File: src/rtl/scnn_pkg.sv
// Shared types and default sizing for the SCNN weight-compression datapath.
//   SCNN_N / SCNN_DW / SCNN_IW : default tile size, weight width, run-index width
//   scnn_state_e               : tile sequencing states
//   scnn_entry_t               : {data, ind} compressed entry at default widths
package scnn_pkg;

  localparam int unsigned SCNN_N  = 25;
  localparam int unsigned SCNN_DW = 16;
  localparam int unsigned SCNN_IW = 8;

  typedef enum logic [1:0] {
    IDLE  = 2'd0,
    RUN   = 2'd1,
    DRAIN = 2'd2,
    DONE  = 2'd3
  } scnn_state_e;

  typedef struct packed {
    logic [SCNN_DW-1:0] data;
    logic [SCNN_IW-1:0] ind;
  } scnn_entry_t;

endpackage

File: src/rtl/scnn_out_reg.sv
// Single-entry valid/ready output register.
//   load/load_data : capture a new word; takes priority over a handshake
//   out_valid/out_ready/out_data : downstream handshake; data held while stalled
// The producer must only load when the slot is empty or draining this cycle.
module scnn_out_reg #(
  parameter int unsigned W = 24
) (
  input  logic         clk,
  input  logic         rst_n,
  input  logic         load,
  input  logic [W-1:0] load_data,
  output logic         out_valid,
  input  logic         out_ready,
  output logic [W-1:0] out_data
);

  logic         valid_q, valid_d;
  logic [W-1:0] data_q, data_d;

  // Load replaces the current word; otherwise a handshake empties the slot.
  always_comb begin
    valid_d = valid_q;
    data_d  = data_q;
    if (load) begin
      valid_d = 1'b1;
      data_d  = load_data;
    end else if (valid_q && out_ready) begin
      valid_d = 1'b0;
    end
  end

  always_ff @(posedge clk) begin
    if (!rst_n) begin
      valid_q <= 1'b0;
      data_q  <= '0;
    end else begin
      valid_q <= valid_d;
      data_q  <= data_d;
    end
  end

  assign out_valid = valid_q;
  assign out_data  = data_q;

endmodule

File: src/rtl/scnn_wt_compress_stream.sv
// Streaming SCNN weight compressor: one dense tile of N weights in, a stream of
// (value, zero-run) entries out. Runs longer than 2**IW-1 are broken by a
// zero-valued filler entry.
//   start/busy           : tile launch, busy until the done pulse
//   in_valid/in_ready/in_data : dense element stream (in_ready is combinational)
//   out_valid/out_ready/out_data/out_ind : compressed entry stream
//   done/nz_count        : end-of-tile pulse and entry count (held after done)
module scnn_wt_compress_stream
  import scnn_pkg::*;
#(
  parameter int unsigned N  = SCNN_N,
  parameter int unsigned DW = SCNN_DW,
  parameter int unsigned IW = SCNN_IW
) (
  input  logic                  clk,
  input  logic                  rst_n,
  input  logic                  start,
  output logic                  busy,
  input  logic                  in_valid,
  output logic                  in_ready,
  input  logic [DW-1:0]         in_data,
  output logic                  out_valid,
  input  logic                  out_ready,
  output logic [DW-1:0]         out_data,
  output logic [IW-1:0]         out_ind,
  output logic                  done,
  output logic [$clog2(N+1)-1:0] nz_count
);

  localparam int unsigned CW      = $clog2(N + 1);
  localparam int unsigned MAX_RUN = (1 << IW) - 1;

  typedef struct packed {
    logic [DW-1:0] data;
    logic [IW-1:0] ind;
  } entry_t;

  scnn_state_e   state_q, state_d;
  logic [IW-1:0] run_q, run_d;
  logic [CW-1:0] elem_cnt_q, elem_cnt_d;
  logic [CW-1:0] entry_cnt_q, entry_cnt_d;
  logic [CW-1:0] nz_count_q, nz_count_d;
  logic          busy_q, busy_d;
  logic          done_q, done_d;

  logic          accept;
  logic          load;
  entry_t        load_entry;
  entry_t        out_entry;

  // Accept only when the output slot is free or being drained this cycle.
  assign in_ready = (state_q == RUN) && (!out_valid || out_ready);
  assign accept   = in_valid && in_ready;

  // Tile sequencing, run-length encoding and entry generation.
  always_comb begin
    state_d     = state_q;
    run_d       = run_q;
    elem_cnt_d  = elem_cnt_q;
    entry_cnt_d = entry_cnt_q;
    load        = 1'b0;
    load_entry  = '0;

    case (state_q)
      IDLE: begin
        if (start) begin
          state_d     = RUN;
          run_d       = '0;
          elem_cnt_d  = '0;
          entry_cnt_d = '0;
        end
      end
      RUN: begin
        if (accept) begin
          elem_cnt_d = elem_cnt_q + CW'(1);
          if (in_data != '0) begin
            load            = 1'b1;
            load_entry.data = in_data;
            load_entry.ind  = run_q;
            run_d           = '0;
            entry_cnt_d     = entry_cnt_q + CW'(1);
          end else if (run_q == IW'(MAX_RUN)) begin
            // Run index saturated: this zero becomes a filler entry.
            load            = 1'b1;
            load_entry.data = '0;
            load_entry.ind  = run_q;
            run_d           = '0;
            entry_cnt_d     = entry_cnt_q + CW'(1);
          end else begin
            run_d = run_q + IW'(1);
          end
          if (elem_cnt_q == CW'(N - 1)) begin
            state_d = DRAIN;
          end
        end
      end
      DRAIN: begin
        if (!out_valid || out_ready) begin
          state_d = DONE;
        end
      end
      DONE: begin
        state_d = IDLE;
      end
      default: begin
        state_d = IDLE;
      end
    endcase

    busy_d     = (state_d != IDLE);
    done_d     = (state_d == DONE);
    nz_count_d = (state_d == DONE) ? entry_cnt_d : nz_count_q;
  end

  always_ff @(posedge clk) begin
    if (!rst_n) begin
      state_q     <= IDLE;
      run_q       <= '0;
      elem_cnt_q  <= '0;
      entry_cnt_q <= '0;
      nz_count_q  <= '0;
      busy_q      <= 1'b0;
      done_q      <= 1'b0;
    end else begin
      state_q     <= state_d;
      run_q       <= run_d;
      elem_cnt_q  <= elem_cnt_d;
      entry_cnt_q <= entry_cnt_d;
      nz_count_q  <= nz_count_d;
      busy_q      <= busy_d;
      done_q      <= done_d;
    end
  end

  scnn_out_reg #(
    .W($bits(entry_t))
  ) u_out_reg (
    .clk      (clk),
    .rst_n    (rst_n),
    .load     (load),
    .load_data(load_entry),
    .out_valid(out_valid),
    .out_ready(out_ready),
    .out_data (out_entry)
  );

  assign out_data = out_entry.data;
  assign out_ind  = out_entry.ind;
  assign busy     = busy_q;
  assign done     = done_q;
  assign nz_count = nz_count_q;

endmodule

File: config.mk
export PLATFORM = sky130hd
export DESIGN_NAME = scnn_wt_compress_stream
export DESIGN_NICKNAME = d
export VERILOG_FILES = /design/src/rtl/scnn_pkg.sv /design/src/rtl/scnn_out_reg.sv /design/src/rtl/scnn_wt_compress_stream.sv
export SDC_FILE = /design/constraint.sdc
export NUM_CORES = 1
export LEC_CHECK = 0
export ABC_CLOCK_PERIOD_IN_PS = 4900
export CAP_MARGIN = 20
export CELL_PAD_IN_SITES_DETAIL_PLACEMENT = 0
export CELL_PAD_IN_SITES_GLOBAL_PLACEMENT = 1
export CORE_ASPECT_RATIO = 1.1
export CORE_MARGIN = 2
export CORE_UTILIZATION = 38
export CTS_CLUSTER_DIAMETER = 150
export DETAILED_ROUTE_END_ITERATION = 16
export GPL_TIMING_DRIVEN = 0
export PLACE_DENSITY = 0.82
export SLEW_MARGIN = 30
export SYNTH_ARGS = -nofsm -noshare
export SYNTH_HDL_FRONTEND = slang
export SYNTH_SLANG_ARGS = --single-unit
export TNS_END_PERCENT = 10
File: constraint.sdc
create_clock -name clk -period 4.9 [get_ports clk]
set_clock_uncertainty 0.05 [all_clocks]
set_input_delay 0.98 -clock clk [delete_from_list [all_inputs] [get_ports clk]]
set_output_delay 0.98 -clock clk [all_outputs]
set_load 0.005 [all_outputs]
==> key figures <==
STA
  – TNS Setup: 0 ps
  – Final worst path period need: 3135 ps
  – Worst slew pin tran: 647.3 ps
  – Max-slew violation count: 0
  – Fmax: 319.0 MHz
  – Unrepaired setup endpoints after global routing: no
  – Setup violators final: 0
  – Slew headroom: 0.5664
  – Final WS setup: 1765 ps
  – Final worst path period share: 0.6398
  – Fin. Hold Viols: 0
  – WHS: 412.0 ps

Synthesis
  – Post-Synthesis Cells: 237
  – Yosys top cell by area: dfxtp_1
  – Synthesized area: 0.002093 mm²
  – EDFF count, synth: 0
  – Register bit total from synthesis: 52
  – Synth top area share: 0.4973
  – Syn Area/Cell: 8.832 µm²
  – Library cells used by synthesis: 40
  – Synth area leaders: dfxtp_1, nor2_1, a22oi_1
  – Post-synthesis net count: 262
  – Ys flop type: dfxtp_1
  – Synthesis Warnings: 0
  – Register area share after synthesis: 0.4973
  – Fraction of registers with async set/reset: 0

Cells and area
  – Nets@finish: 322
  – Most frequent cells in the layout: clkdlybuf4s50_1, dfxtp_1, nor2_1
  – Share of cells above drive strength 1: 0.04698
  – ANT cells: 0
  – Area growth syn-to-layout: 34.43%
  – Final instance area: 0.002814 mm²
  – Commonest non-fill, non-tap cell in the layout: clkdlybuf4s50_1
  – Final cell count without fillers: 373

Drt
  – DR pass1 iterations: 4
  – Post-DRT Antenna Nets: 0
  – Via count: 1869
  – WL final: 4.890 mm
  – DRC violation total after the first TritonRoute iteration: 109
  – Wire length per cell: 13.11 µm
  – Vias per cell: 5.011
  – # DRC: 0

CTS
  – Post_cts resized: 0
  – CTS Buf Count: 5
  – Clock sinks: 52
  – CTS Hold Bufs: 0
  – Clk Latency, worst-skew pair: 300 ps
  – Worst-path clk slew: 90 ps
  – CTS Buffer Depth: 2
  – CTS tree: done
  – Setup Buffers After CTS: 0
  – Root Buffer: clkbuf_8
  – CTS H-tree depth: 2

Status
  – Status: complete, no violations

Die
  – Initial Utilization: 0.3905
  – Ports: 54
  – Die Ht: 81.84 µm
  – Core area: 0.005360 mm²
  – Die area: 0.006119 mm²
  – Die width: 74.77 µm
  – Row cnt: 28

Global route
  – Via count of the first global-routing pass: 1770
  – First-pass GRT wire length: 8.252 mm
  – Largest net degree at the start of global routing: 17
  – Global Route Usage Sum: 0.1740
  – Overflow after GRT: 0
  – Initial antenna violation count: 0

Worst setup path
  – WP data required: 3870 ps
  – Maximum single-stage delay on the critical path: 500 ps
  – WP data arrival: 2110 ps
  – Crit end category: primary output
  – Worst-path cell chain: clkdlybuf4s50_1 > nor2b_1 > nor2_1 > clkdlybuf4s50_1
  – CP Max Fanout: 2
  – Slowest library cell on the worst path: clkdlybuf4s50_1
  – Critical path type: input pin to primary output
  – Reg-to-reg slack, setup: 2860 ps
  – CP Launch Type: input pin
  – CP most frequent cell: clkdlybuf4s50_1

Placement
  – Detailed Place HPWL: 3.633 mm
  – Port Buf Inserts: 53
  – Setup slack after placement: 1699 ps
  – Dpl cell area: 0.002718 mm²
  – Routability cong.: 0.7769
  – Post-Place Cells: 365

Power and ir drop
  – Pleak: 0.0009928 µW
  – Power Density: 282.5 mW/mm²
  – VDD IR-drop max: 0.1700 mV

Job
  – Max Cap Viol: 0

Min path
  – Worst min path class: flip-flop to flip-flop
routing by layer:
metal,vias up,wire length [µm],global-route usage
li1,952,-,-
met1,858,2233,0.2275
met2,55,2283,0.2726
met3,4,322,0.05644
met4,0,52,0.05357
met5,-,0,0
cells in the mapped netlist (all sizes together) (2+ instances only):
library cell and instances:
inv 4, ha 4, nand2b 4, a31oi 3, nand4 7, nand3 4, xnor2 5, and2 2
nor4 5, and3 2, clkbuf 6, mux2i 4, a21oi 15, o21bai 2, nand2 29, nor3 4
dfxtp 52, xor2 6, nor2b 4, nor2 39, a22oi 16, buf 4
sequential cells by signal, summed over array words and instances (netlist names):
register	flops
state_q	2
run_q	8
u_out_reg.out_valid	1
nz_count	5
done	1
u_out_reg.out_data	24
entry_cnt_q	5
elem_cnt_q	5
busy	1
path summary, 6_finish.rpt:
path / startpoint / end / cells past startpoint
max: out_ready / in_ready / 4
min: u_out_reg.out_data[6] / u_out_reg.out_data[6] / 2
max reg2reg: state_q[0] / u_out_reg.out_data[15] / 7
min reg2reg: u_out_reg.out_data[6] / u_out_reg.out_data[6] / 2
layout make-up:
class                           instances  area [µm²]
Buffer                                 10       50.05
Timing Repair Buffer                   53       530.5
Fill cell                             530        2546
Tap cell                               75       93.84
Inverter                                5       18.77
Sequential cell                        52        1041
Clock inverter                          2       13.76
Multi-Input combinational cell        170       983.4
Clock buffer                            6       82.58
power breakdown:
part	switching [µW]	internal [µW]
Sequential	7.36	434
Combinational	45.5	48.1
Clock	145	116
Total	197	597
kinds of logic (layout without fill, tap and decap cells):
logic type      count (synthesis)  in the layout  synth area share
compound gates                 45             45            0.1435
xor+xnor                       11             11           0.04602
fa+ha+maj                       4              4           0.02391
buf+inv                        15             76           0.03287
flops                          52             52            0.4973
mux                             4              4           0.01913
simple gates                  106            106            0.2373
stage by stage:
step | total power [µW] | util
after floorplan | 494.8 | -
after global placement | 544.5 | 0.5070
after detailed placement | 545.0 | 0.5070
after CTS | 802.6 | 0.5250
after global routing | 832.9 | 0.5250
final | 794.9 | 0.5250
critical path, delay by kind of cell:
kind	cells	cell delay, ps
simple gates	2	140
buf+inv	2	980
Power figures use the tool's default switching activity.
